### src/rtl/pipo_pkg.sv
// Shared constants for the PIPO storage bank.
// Default geometry and the value every entry takes on clear.
package pipo_pkg;

  localparam int   DEF_WIDTH = 16;
  localparam int   DEF_DEPTH = 8;
  localparam logic CLR_BIT   = 1'b0;

endpackage

### src/rtl/pipo_entry.sv
// One storage word: async active-low reset, sync clear, enable, D select.
// Ports: clk, rst, clr, en, sel (1=d_shift, 0=d_load), d_shift, d_load -> q.
module pipo_entry
  import pipo_pkg::*;
#(
  parameter int WIDTH = DEF_WIDTH
) (
  input  logic             clk,
  input  logic             rst,
  input  logic             clr,
  input  logic             en,
  input  logic             sel,
  input  logic [WIDTH-1:0] d_shift,
  input  logic [WIDTH-1:0] d_load,
  output logic [WIDTH-1:0] q
);

  always_ff @(posedge clk or negedge rst) begin
    if (!rst) begin
      q <= {WIDTH{CLR_BIT}};
    end else if (clr) begin
      q <= {WIDTH{CLR_BIT}};
    end else if (en) begin
      q <= sel ? d_shift : d_load;
    end
  end

endmodule

### src/rtl/pipo_bank.sv
// Parallel-in/parallel-out bank with a serial shift path and fill count.
// Ports: clk, rst (async low), Srst, load, shift, waddr, raddr, data_in
//   -> data_out, shift_out, count, full.  Option: PIPO_BANK_BYPASS_EN.
module pipo_bank
  import pipo_pkg::*;
#(
  parameter int WIDTH = DEF_WIDTH,
  parameter int DEPTH = DEF_DEPTH,
  parameter int AW    = $clog2(DEPTH)
) (
  input  logic             clk,
  input  logic             rst,
  input  logic             Srst,
  input  logic             load,
  input  logic             shift,
  input  logic [AW-1:0]    waddr,
  input  logic [AW-1:0]    raddr,
  input  logic [WIDTH-1:0] data_in,
  output logic [WIDTH-1:0] data_out,
  output logic [WIDTH-1:0] shift_out,
  output logic [AW:0]      count,
  output logic             full
);

  logic [WIDTH-1:0] q [DEPTH];
  logic [WIDTH-1:0] rd_d;

  // Out-of-range waddr never matches any entry index, so it is dropped.
  for (genvar k = 0; k < DEPTH; k++) begin : g_ent
    logic [WIDTH-1:0] prev;
    logic             en;

    if (k == 0) begin : g_head
      assign prev = data_in;
    end else begin : g_body
      assign prev = q[k-1];
    end

    assign en = shift | (load & (waddr == AW'(k)));

    pipo_entry #(
      .WIDTH(WIDTH)
    ) u_ent (
      .clk    (clk),
      .rst    (rst),
      .clr    (Srst),
      .en     (en),
      .sel    (shift),
      .d_shift(prev),
      .d_load (data_in),
      .q      (q[k])
    );
  end

  always_comb begin
    rd_d = '0;
    for (int k = 0; k < DEPTH; k++) begin
      if (raddr == AW'(k)) rd_d = q[k];
    end
`ifdef PIPO_BANK_BYPASS_EN
    if (shift && raddr == '0) begin
      rd_d = data_in;
    end else if (!shift && load && waddr == raddr &&
                 {1'b0, raddr} < (AW+1)'(DEPTH)) begin
      rd_d = data_in;
    end
`endif
  end

  assign full = (count == (AW+1)'(DEPTH));

  always_ff @(posedge clk or negedge rst) begin
    if (!rst) begin
      data_out  <= '0;
      shift_out <= '0;
      count     <= '0;
    end else if (Srst) begin
      data_out  <= '0;
      shift_out <= '0;
      count     <= '0;
    end else begin
      data_out  <= rd_d;
      shift_out <= q[DEPTH-1];
      if (shift && !full) count <= count + (AW+1)'(1);
    end
  end

endmodule

### config.mk
export PLATFORM = sky130hd
export DESIGN_NAME = pipo_bank
export DESIGN_NICKNAME = d
export VERILOG_FILES = /design/src/rtl/pipo_pkg.sv /design/src/rtl/pipo_entry.sv /design/src/rtl/pipo_bank.sv
export SDC_FILE = /design/constraint.sdc
export NUM_CORES = 1
export LEC_CHECK = 0
export CORE_MARGIN = 8
export CORE_UTILIZATION = 63
export DETAILED_ROUTE_END_ITERATION = 7
export PLACE_DENSITY = 0.82
export SLEW_MARGIN = 10
export SYNTH_ARGS = -nofsm -noshare
export SYNTH_HDL_FRONTEND = slang
export SYNTH_SLANG_ARGS = --single-unit
### constraint.sdc
create_clock -name clk -period 1.7 [get_ports clk]
set_input_delay 0.51 -clock clk [delete_from_list [all_inputs] [get_ports clk]]
set_output_delay 0.51 -clock clk [all_outputs]
set_load 0.01 [all_outputs]
==> impl_summary.log, run 1 <==
[metrics] register bit total from synthesis: 164
[metrics] number of antenna violations at the first check in global routing: 0
[metrics] Hold Crit Class: flop to flop
[metrics] slowest cell on the critical path: sky130_fd_sc_hd__dfrtp_1
[metrics] crit path launch: count[1]$_DFFE_PN0P_
[metrics] CTS clk-pin slew, worst paths: 60 ps
[metrics] die span in x: 128.9 microns
[metrics] DRC violation total after the first TritonRoute iteration: 1033
[metrics] highest layer used for signal routing: met4
[metrics] top cell type's share of synthesized area: 51.07%
[metrics] largest vdd supply drop: 0.6715 mV
[metrics] count of flip-flops with a built-in enable after synthesis: 0
[metrics] wirelength, routed: 21960 microns
[metrics] area of the core: 0.01252 sq mm
[metrics] hold path startpoint: g_ent[7].u_ent.q[2]$_DFFE_PN0P_
[metrics] synth unique cells: 42
[metrics] layout cells sized above 1: 15.14%
[metrics] met3 routed wirelength: 2354 microns
[metrics] most common cell after layout, fill and taps aside: sky130_fd_sc_hd__dfrtp_1
[metrics] crit path time final: 1859 ps
[metrics] number of nets in the synthesized netlist: 867
[metrics] result of the run: finished, violations left
[metrics] count of nets after finishing: 934
[metrics] IO Count: 64
[metrics] sequential area share after synthesis: 51.07%
[metrics] final estimated routing congestion in global placement: 0.8852
[metrics] overall power of the completed layout: 9.664 mW
[metrics] data arrival time of the critical path: 1350 ps
[metrics] Top Family by Delay on Critical Path: flip-flops
[metrics] failing checks: setup timing
[metrics] CTS tree: built
[metrics] Initial Utilization: 64.20%
[metrics] fraction of registers with async set or reset after synthesis: 100.0%
[metrics] worst path bufs/invs: 3
[metrics] CTS sink count: 164
[metrics] leading cell types by total area after synthesis: sky130_fd_sc_hd__dfrtp_1 (51%), sky130_fd_sc_hd__o31ai_1 (10%), sky130_fd_sc_hd__a21oi_1 (8.0%)
[metrics] number of vias after detailed routing: 7138
[metrics] Vias per Instance: 6.549
[metrics] Final Non-Filler Cells: 1090
[metrics] clock buffers created by TritonCTS: 17
[metrics] first-pass GRT wire length: 34670 microns
[metrics] Worst-Skew Late Latency: 430 ps
[metrics] sum of net half-perimeters after detailed placement: 13510 microns
[metrics] clock tree root buffer cell: sky130_fd_sc_hd__clkbuf_16
[metrics] total of fill cells in the finished design: 849
[metrics] worst-case clock buffer depth: 2
[metrics] final clock period utilization by the worst path: 109.3%
[metrics] maximum number of pins on one net before global-route repair: 165
[metrics] Worst Path Max Fanout: 2
[metrics] Post-Synthesis Cell Area: 0.008036 sq mm
[metrics] actual slew at the worst max-slew pin: 753.2 ps
[metrics] Cell Chain, Critical Path: inv_2, ha_4, nand3b_1, inv_1, buf_2
[metrics] worst-case setup margin in the final layout: -158.7 ps
[metrics] worst r2r src: count[1]$_DFFE_PN0P_
[metrics] max-cap check violation count: 0
[metrics] aggregate global routing overflow: 0
[metrics] relative slew slack: 49.78%
[metrics] kind of capture point of the worst setup path: output pin
[metrics] Yosys top cell by area: sky130_fd_sc_hd__dfrtp_1
[metrics] overall die height: 128.9 microns
[metrics] met1 wire length: 9348 microns
[metrics] Port Buffer Count: 63
[metrics] number of placement rows: 41
[metrics] timing-limited maximum frequency: 538.0 MHz
[metrics] Max Slew Vio Count: 0
[metrics] average wire length per cell after detail routing: 20.15 microns
[metrics] CP Data Required Time: 1190 ps
[metrics] Primary FF master, synth: sky130_fd_sc_hd__dfrtp_1
[metrics] CP max stage delay: 410 ps
[metrics] via count of the first global-routing pass: 6565
[metrics] Die ar.: 0.01663 sq mm
[metrics] CP Class: flop to output pin
[metrics] aggregate global-route resource usage: 26.57%
[metrics] unrepaired setup endpoints after global routing: yes
[metrics] number of cells after detailed placement: 1052
[metrics] final setup skew: 6.707 ps
[metrics] sort of element at the start of the critical path: flop
[metrics] pwr/cell area: 980.5 mW/mm^2
[metrics] final setup fails: 1
[metrics] Mapped Avg Cell Area: 9.590 sq um
[metrics] CTS HTree Levels: 4
[metrics] Syn. warnings: 0
[metrics] leakage component of the power: 4.335 nW
[metrics] most used cells in the layout excluding fill and tap cells: sky130_fd_sc_hd__dfrtp_1 (164), sky130_fd_sc_hd__nand2_1 (132), sky130_fd_sc_hd__a21oi_1 (126)
[metrics] growth of design area from synthesis to finish: 22.65%
[metrics] Residual DRC: 0
[metrics] first-pass iteration count of the detailed router: 6
[metrics] Antenna Diode Count: 0
[metrics] wire length on met2: 9811 microns
[metrics] Routed Antenna Nets: 0
[metrics] number of hold violations in the final report: 0
[metrics] number of cells produced by synthesis: 838
synthesized netlist by cell type (2+ instances only):
cell                         n
sky130_fd_sc_hd__nor2_1     18
sky130_fd_sc_hd__xor2_1      2
sky130_fd_sc_hd__mux2i_1    16
sky130_fd_sc_hd__nand3_1     4
sky130_fd_sc_hd__a32o_1      7
sky130_fd_sc_hd__nand2_1   133
sky130_fd_sc_hd__nor2b_1    36
sky130_fd_sc_hd__o31ai_1   112
sky130_fd_sc_hd__nand2b_1   20
sky130_fd_sc_hd__mux2_2     11
sky130_fd_sc_hd__o221a_2     5
sky130_fd_sc_hd__a31oi_2     4
sky130_fd_sc_hd__o21bai_1    8
sky130_fd_sc_hd__a21oi_2     3
sky130_fd_sc_hd__a21oi_1   128
sky130_fd_sc_hd__o32ai_1     2
sky130_fd_sc_hd__a221oi_1    7
sky130_fd_sc_hd__buf_1       3
sky130_fd_sc_hd__o221ai_1    7
sky130_fd_sc_hd__o22ai_1     7
sky130_fd_sc_hd__dfrtp_1   164
sky130_fd_sc_hd__inv_1      12
sky130_fd_sc_hd__mux4_2      2
sky130_fd_sc_hd__o21ai_0     8
sky130_fd_sc_hd__a21o_1      7
sky130_fd_sc_hd__buf_2      40
sky130_fd_sc_hd__o21ai_1    17
sky130_fd_sc_hd__clkbuf_1   33
sky130_fd_sc_hd__nor3_1      8
sky130_fd_sc_hd__ha_1        2
timing repair:
action                                  4_1_cts  5_1_grt
pin swaps                                     1        3
gates cloned                                  0        1
resized for setup                            53       20
hold buffers                                  1        0
setup buffers                                 8        0
endpoints found under the setup margin       39       19
endpoints found under the hold margin        32        0
metrics by stage:
stage	setup slack, ps	util (%)	TNS (ps)	area [sq um]	hold WS (ps)
5_1_grt	-204.6	78.75	-230.6	9857	527.6
4_1_cts	-170.9	78.08	-568.2	9773	502.5
2_1_floorplan	114.2	-	0	8036	214.4
3_3_place_gp	-403.5	73.21	-29630	9164	431.3
6_report	-158.7	78.75	-158.7	9857	499.9
3_5_place_dp	-459.3	73.21	-36900	9164	436.4
routing by layer:
layer  up-vias  global-route usage [%]
li1       3167                       -
met1      3472                   38.13
met2       458                   37.84
met3        41                   6.454
met4         0                   10.85
met5         -                       0
power by group:
part,internal [mW],switching [mW]
combinational,0.594,0.798
clock,2.34,1.53
sequential,4.17,0.229
total,7.11,2.56
path summary, 6_finish.rpt:
| kind | end | slack [ps] | cells after the start |
|---|---|---|---|
| max in group asynchronous | g_ent[6].u_ent.q[10]$_DFFE_PN0P_ | 480 | 3 |
| min in group asynchronous | count[0]$_DFFE_PN0P_ | 570 | 2 |
| max | full | -160 | 5 |
| max reg2reg | count[2]$_DFFE_PN0P_ | 80 | 10 |
| min | g_ent[7].u_ent.q[2]$_DFFE_PN0P_ | 500 | 2 |
| min reg2reg | g_ent[7].u_ent.q[2]$_DFFE_PN0P_ | 500 | 2 |
state kept, by name (all words and copies together) (netlist names):
name and count:
count 4, data_out 16, g_ent.u_ent.q 128, shift_out 16
cell families (layout without fill, tap and decap cells):
logic type / count (synthesis) / count (layout) / synth area share [%]
mux: 30 / 30 / 4.235
compound gates: 326 / 326 / 26.67
flops: 164 / 164 / 51.07
simple gates: 225 / 225 / 12.66
xor+xnor: 3 / 3 / 0.3270
buf+inv: 88 / 168 / 4.733
fa+ha+maj: 2 / 2 / 0.3113
tightest hold or removal path, delay by kind of cell (launching register included):
| kind | cells | cell delay (ps) |
|---|---|---|
| AOI/OAI and AO/OA | 1 | 50 |
| DFF | 1 | 360 |
| and+or+nand+nor | 1 | 50 |
cell type report:
type | instances | area, sq um | share of cell area, %
Clock buffer | 23 | 498.0 | 5.052
Clock inverter | 9 | 100.1 | 1.015
Inverter | 12 | 45.04 | 0.4570
Multi-Input combinational cell | 586 | 3618 | 36.71
Sequential cell | 164 | 4104 | 41.63
Tap cell | 172 | 215.2 | 2.183
Timing Repair Buffer | 124 | 1276 | 12.95
No activity file was read; power rests on OpenSTA's default activity.
==> run 2: changes to the inputs <==
--- a/config.mk
+++ b/config.mk
@@ -5,11 +5,13 @@
 export SDC_FILE = /design/constraint.sdc
 export NUM_CORES = 1
 export LEC_CHECK = 0
+export CORE_ASPECT_RATIO = 1.1
 export CORE_MARGIN = 8
-export CORE_UTILIZATION = 63
+export CORE_UTILIZATION = 64
 export DETAILED_ROUTE_END_ITERATION = 7
-export PLACE_DENSITY = 0.82
+export PLACE_DENSITY = 0.86
 export SLEW_MARGIN = 10
 export SYNTH_ARGS = -nofsm -noshare
 export SYNTH_HDL_FRONTEND = slang
+export SYNTH_HIERARCHICAL = 1
 export SYNTH_SLANG_ARGS = --single-unit
==> impl_summary.log, run 2 <==
[metrics] DRC violation total after the first TritonRoute iteration: 1125 (+8.9%)
[metrics] register with the highest flop count: g_ent.u_ent/q
[metrics] worst-case clock buffer depth: 2 (unchanged)
[metrics] clock tree root buffer cell: sky130_fd_sc_hd__clkbuf_16
[metrics] maximum number of pins on one net before global-route repair: 43 (-74%)
[metrics] wire length on met2: 12220 microns (+25%)
[metrics] Internal Pwr Total: 7.667 mW (+7.9%)
[metrics] failing checks: setup timing
[metrics] most used cells in the layout excluding fill and tap cells: sky130_fd_sc_hd__dfrtp_1 (164), sky130_fd_sc_hd__mux2i_1 (148), sky130_fd_sc_hd__nor2_1 (134)
[metrics] max reg flops: 128 (unchanged)
[metrics] top cell type's share of synthesized area: 45.27% (-5.8 points)
[metrics] most common cell after layout, fill and taps aside: sky130_fd_sc_hd__dfrtp_1
[metrics] NetSw: 2.870 mW (+12%)
[metrics] Die ar.: 0.01823 sq mm (+9.7%)
[metrics] Worst-Skew Late Latency: 430 ps (about the same)
[metrics] unrepaired setup endpoints after global routing: yes
[metrics] Mapped Avg Cell Area: 10.73 sq um (+12%)
[metrics] registers with the most flip-flops: g_ent.u_ent/q: 128 flops, data_out: 16 flops, shift_out: 16 flops
[metrics] final estimated routing congestion in global placement: 0.9288 (+4.9%)
[metrics] largest vdd supply drop: 0.7862 mV (+17%)
[metrics] met1 wire length: 10370 microns (+11%)
[metrics] highest layer used for signal routing: met4
[metrics] Primary FF master, synth: sky130_fd_sc_hd__dfrtp_1
[metrics] average wire length per cell after detail routing: 22.85 microns (+13%)
[metrics] Syn. warnings: 6 (+6)
[metrics] CTS HTree Levels: 4 (unchanged)
[metrics] data arrival time of the critical path: 1360 ps (about the same)
[metrics] wirelength, routed: 26160 microns (+19%)
[metrics] layout cells sized above 1: 19.25% (+4.1 points)
[metrics] Initial Utilization: 65.46% (+1.3 points)
[metrics] growth of design area from synthesis to finish: 23.19%
[metrics] sw frac: 27.23% (+0.79 points)
[metrics] aggregate global routing overflow: 0 (unchanged)
[metrics] overall die height: 140.8 microns (+9.2%)
[metrics] CTS clk-pin slew, worst paths: 60 ps (about the same)
[metrics] area of the core: 0.01385 sq mm (+11%)
[metrics] clock buffers created by TritonCTS: 17 (unchanged)
[metrics] Hold Crit Class: input port to flop
[metrics] worst-case setup margin in the final layout: -169.7 ps (-11.05 ps)
[metrics] Residual DRC: 0 (unchanged)
[metrics] Max Slew Vio Count: 0 (unchanged)
[metrics] sum of net half-perimeters after detailed placement: 16370 microns (+21%)
[metrics] Vias per Instance: 6.721 (+2.6%)
[metrics] CTS tree: built
[metrics] sequential area share after synthesis: 45.27% (-5.8 points)
[metrics] timing-limited maximum frequency: 534.8 MHz (-0.59%)
[metrics] number of nets in the synthesized netlist: 874 (+0.81%)
[metrics] aggregate global-route resource usage: 28.62% (+2.1 points)
[metrics] die span in x: 129.5 microns (+0.41%)
[metrics] Worst Path Max Fanout: 2 (unchanged)
[metrics] leading cell types by total area after synthesis: sky130_fd_sc_hd__dfrtp_1 (45%), sky130_fd_sc_hd__mux2i_1 (16%), sky130_fd_sc_hd__a211oi_1 (11%)
[metrics] synth unique cells: 43 (+2.4%)
[metrics] worst setup slack before clock tree synthesis: -418.0 ps (+41.23 ps)
[metrics] most frequent cell after synthesis: sky130_fd_sc_hd__dfrtp_1
[metrics] kind of capture point of the worst setup path: output pin
[metrics] first-pass iteration count of the detailed router: 6 (unchanged)
[metrics] result of the run: finished, violations left
[metrics] fraction of registers with async set or reset after synthesis: 100.0% (unchanged)
[metrics] final setup fails: 6 (+5)
[metrics] CTS sink count: 164 (unchanged)
[metrics] count of nets after finishing: 973 (+4.2%)
[metrics] met3 routed wirelength: 2678 microns (+14%)
[metrics] number of antenna violations at the first check in global routing: 0 (unchanged)
[metrics] count of flip-flops with a built-in enable after synthesis: 0 (unchanged)
[metrics] number of hold violations in the final report: 0 (unchanged)
[metrics] via count of the first global-routing pass: 7593 (+16%)
[metrics] Port Buffer Count: 63 (unchanged)
[metrics] number of placement rows: 45 (+9.8%)
[metrics] Post-Synthesis Cell Area: 0.009066 sq mm (+13%)
[metrics] register bit total from synthesis: 164 (unchanged)
[metrics] crit path time final: 1870 ps (+11.05 ps)
[metrics] proportion of power drawn by combinational gates: 18.5% (+4.1 points)
[metrics] CP Data Required Time: 1190 ps (about the same)
[metrics] CP Class: flop to output pin
[metrics] first-pass GRT wire length: 41080 microns (+18%)
[metrics] number of vias after detailed routing: 7696 (+7.8%)
[metrics] final setup skew: 6.316 ps (-0.3907 ps)
[metrics] final clock period utilization by the worst path: 110.0% (+0.65 points)
[metrics] actual slew at the worst max-slew pin: 421.8 ps (-331.5 ps)
[metrics] IO Count: 64 (unchanged)
[metrics] synth cell count leaders: sky130_fd_sc_hd__dfrtp_1 (164), sky130_fd_sc_hd__mux2i_1 (148), sky130_fd_sc_hd__nor2_1 (134)
[metrics] max-cap check violation count: 0 (unchanged)
[metrics] number of cells produced by synthesis: 845 (+0.84%)
[metrics] Yosys top cell by area: sky130_fd_sc_hd__dfrtp_1
[metrics] relative slew slack: 71.58% (+22 points)
[metrics] Routed Antenna Nets: 0 (unchanged)
[metrics] clock group share of total power: 39.2% (-0.9 points)
[metrics] power share of the sequential group: 42.3% (-3.2 points)
[metrics] final hold slack: 513.7 ps (+13.78 ps)
[metrics] leakage component of the power: 5.254 nW (+21%)
[metrics] sort of element at the start of the critical path: flop
[metrics] pwr/cell area: 943.5 mW/mm^2 (-3.8%)
[run 2: changes by cell type after synthesis, moves of 11 or more]
cell and delta:
sky130_fd_sc_hd__mux2i_1 +132, sky130_fd_sc_hd__a211oi_1 +127, sky130_fd_sc_hd__a21oi_1 -123, sky130_fd_sc_hd__nand2_1 -120, sky130_fd_sc_hd__nor2_1 +116, sky130_fd_sc_hd__o31ai_1 -111, sky130_fd_sc_hd__buf_2 -17, sky130_fd_sc_hd__buf_6 +17
sky130_fd_sc_hd__nor2b_1 -17, sky130_fd_sc_hd__o22ai_1 +12, sky130_fd_sc_hd__a221oi_2 +11, sky130_fd_sc_hd__a22o_1 +11, sky130_fd_sc_hd__a22oi_1 +11
[run 2: final timing paths]
kind,start,end,slack (ps),cells past startpoint
max in group asynchronous,rst,data_out[7]$_DFF_PN0_,620,3
max,count[1]$_DFFE_PN0P_,full,-170,5
max reg2reg,count[1]$_DFFE_PN0P_,count[1]$_DFFE_PN0P_,50,8
min,Srst,g_ent[0].u_ent/q[0]$_DFFE_PN0P_,510,3
min reg2reg,g_ent[7].u_ent/q[8]$_DFFE_PN0P_,shift_out[8]$_DFF_PN0_,560,1
min in group asynchronous,rst,shift_out[4]$_DFF_PN0_,550,2
[run 2: final cells by class]
cell class	count	area (sq um)
Antenna cell	1	2.502
Timing Repair Buffer	164	1770
Sequential cell	164	4104
Fill cell	761	2683
Multi-Input combinational cell	592	4404
Clock inverter	10	152.6
Clock buffer	21	480.5
Inverter	5	18.77
Tap cell	188	235.2
[run 2: layer usage]
metal  track usage [%]  up-vias
met2             43.94      544
met1             38.47     3748
met4             11.51        0
li1                  -     3302
met3             6.413      102
met5                 0        -
[run 2: critical path: stages (launching register included)]
cell,delay (ps)
sky130_fd_sc_hd__dfrtp_1,390
sky130_fd_sc_hd__inv_2,70
sky130_fd_sc_hd__ha_4,130
sky130_fd_sc_hd__nand2_2,50
sky130_fd_sc_hd__nor2_1,130
sky130_fd_sc_hd__buf_2,150
[run 2: logic make-up (layout without fill, tap and decap cells)]
group	count (synthesis)	count (layout)	share of synthesized area, %
adders and majority gates	2	2	0.2760
xor gates and xnor gates	3	3	0.2899
AOI/OAI and AO/OA	239	239	20.36
other	0	1	0
DFF	164	164	45.27
buffers and inverters	89	200	7.176
and+or+nand+nor	196	196	9.798
muxes	152	152	16.84
[run 2: power groups by stage]
stage | logic (mW) | registers [mW] | clock network, mW
floorplan | 1.11 | 4.44 | 0
global placement | 1.77 | 4.47 | 0
detailed placement | 1.85 | 4.50 | 0
CTS | 1.87 | 4.44 | 4.14
global route | 2.08 | 4.48 | 4.31
finish | 1.95 | 4.45 | 4.13
[run 2: what timing repair did]
item | 4_1_cts | 5_1_grt
setup buffers | 2 | 3
resized for setup | 50 | 20
setup endpoints to repair | 46 | 11
pin swaps | 0 | 3
hold buffers | 1 | 0
endpoints found under the hold margin | 30 | 0
[run 2: stage by stage]
| step | cells | cell area [sq um] | utilization [%] | setup TNS [ps] | power, mW |
|---|---|---|---|---|---|
| final | 1145 | 11170 | 80.63 | -316.8 | 10.54 |
| after global routing | 1144 | 11170 | 80.61 | -498.8 | 10.87 |
| after CTS | 1141 | 11060 | 79.86 | -160.3 | 10.45 |
| after detailed placement | 1108 | 10450 | 75.44 | -44070 | 6.351 |
| after global placement | 1108 | 10450 | 75.44 | -34810 | 6.244 |
| after floorplan | 845 | 9066 | - | 0 | 5.544 |
==> run 3: changes to the inputs <==
--- a/config.mk
+++ b/config.mk
@@ -8,6 +8,7 @@
 export CORE_ASPECT_RATIO = 1.1
 export CORE_MARGIN = 8
 export CORE_UTILIZATION = 64
+export CTS_CLUSTER_SIZE = 14
 export DETAILED_ROUTE_END_ITERATION = 7
 export PLACE_DENSITY = 0.86
 export SLEW_MARGIN = 10
==> results of run 3 <==
The final DEF is identical to that of run 2; final timing and power are the same.
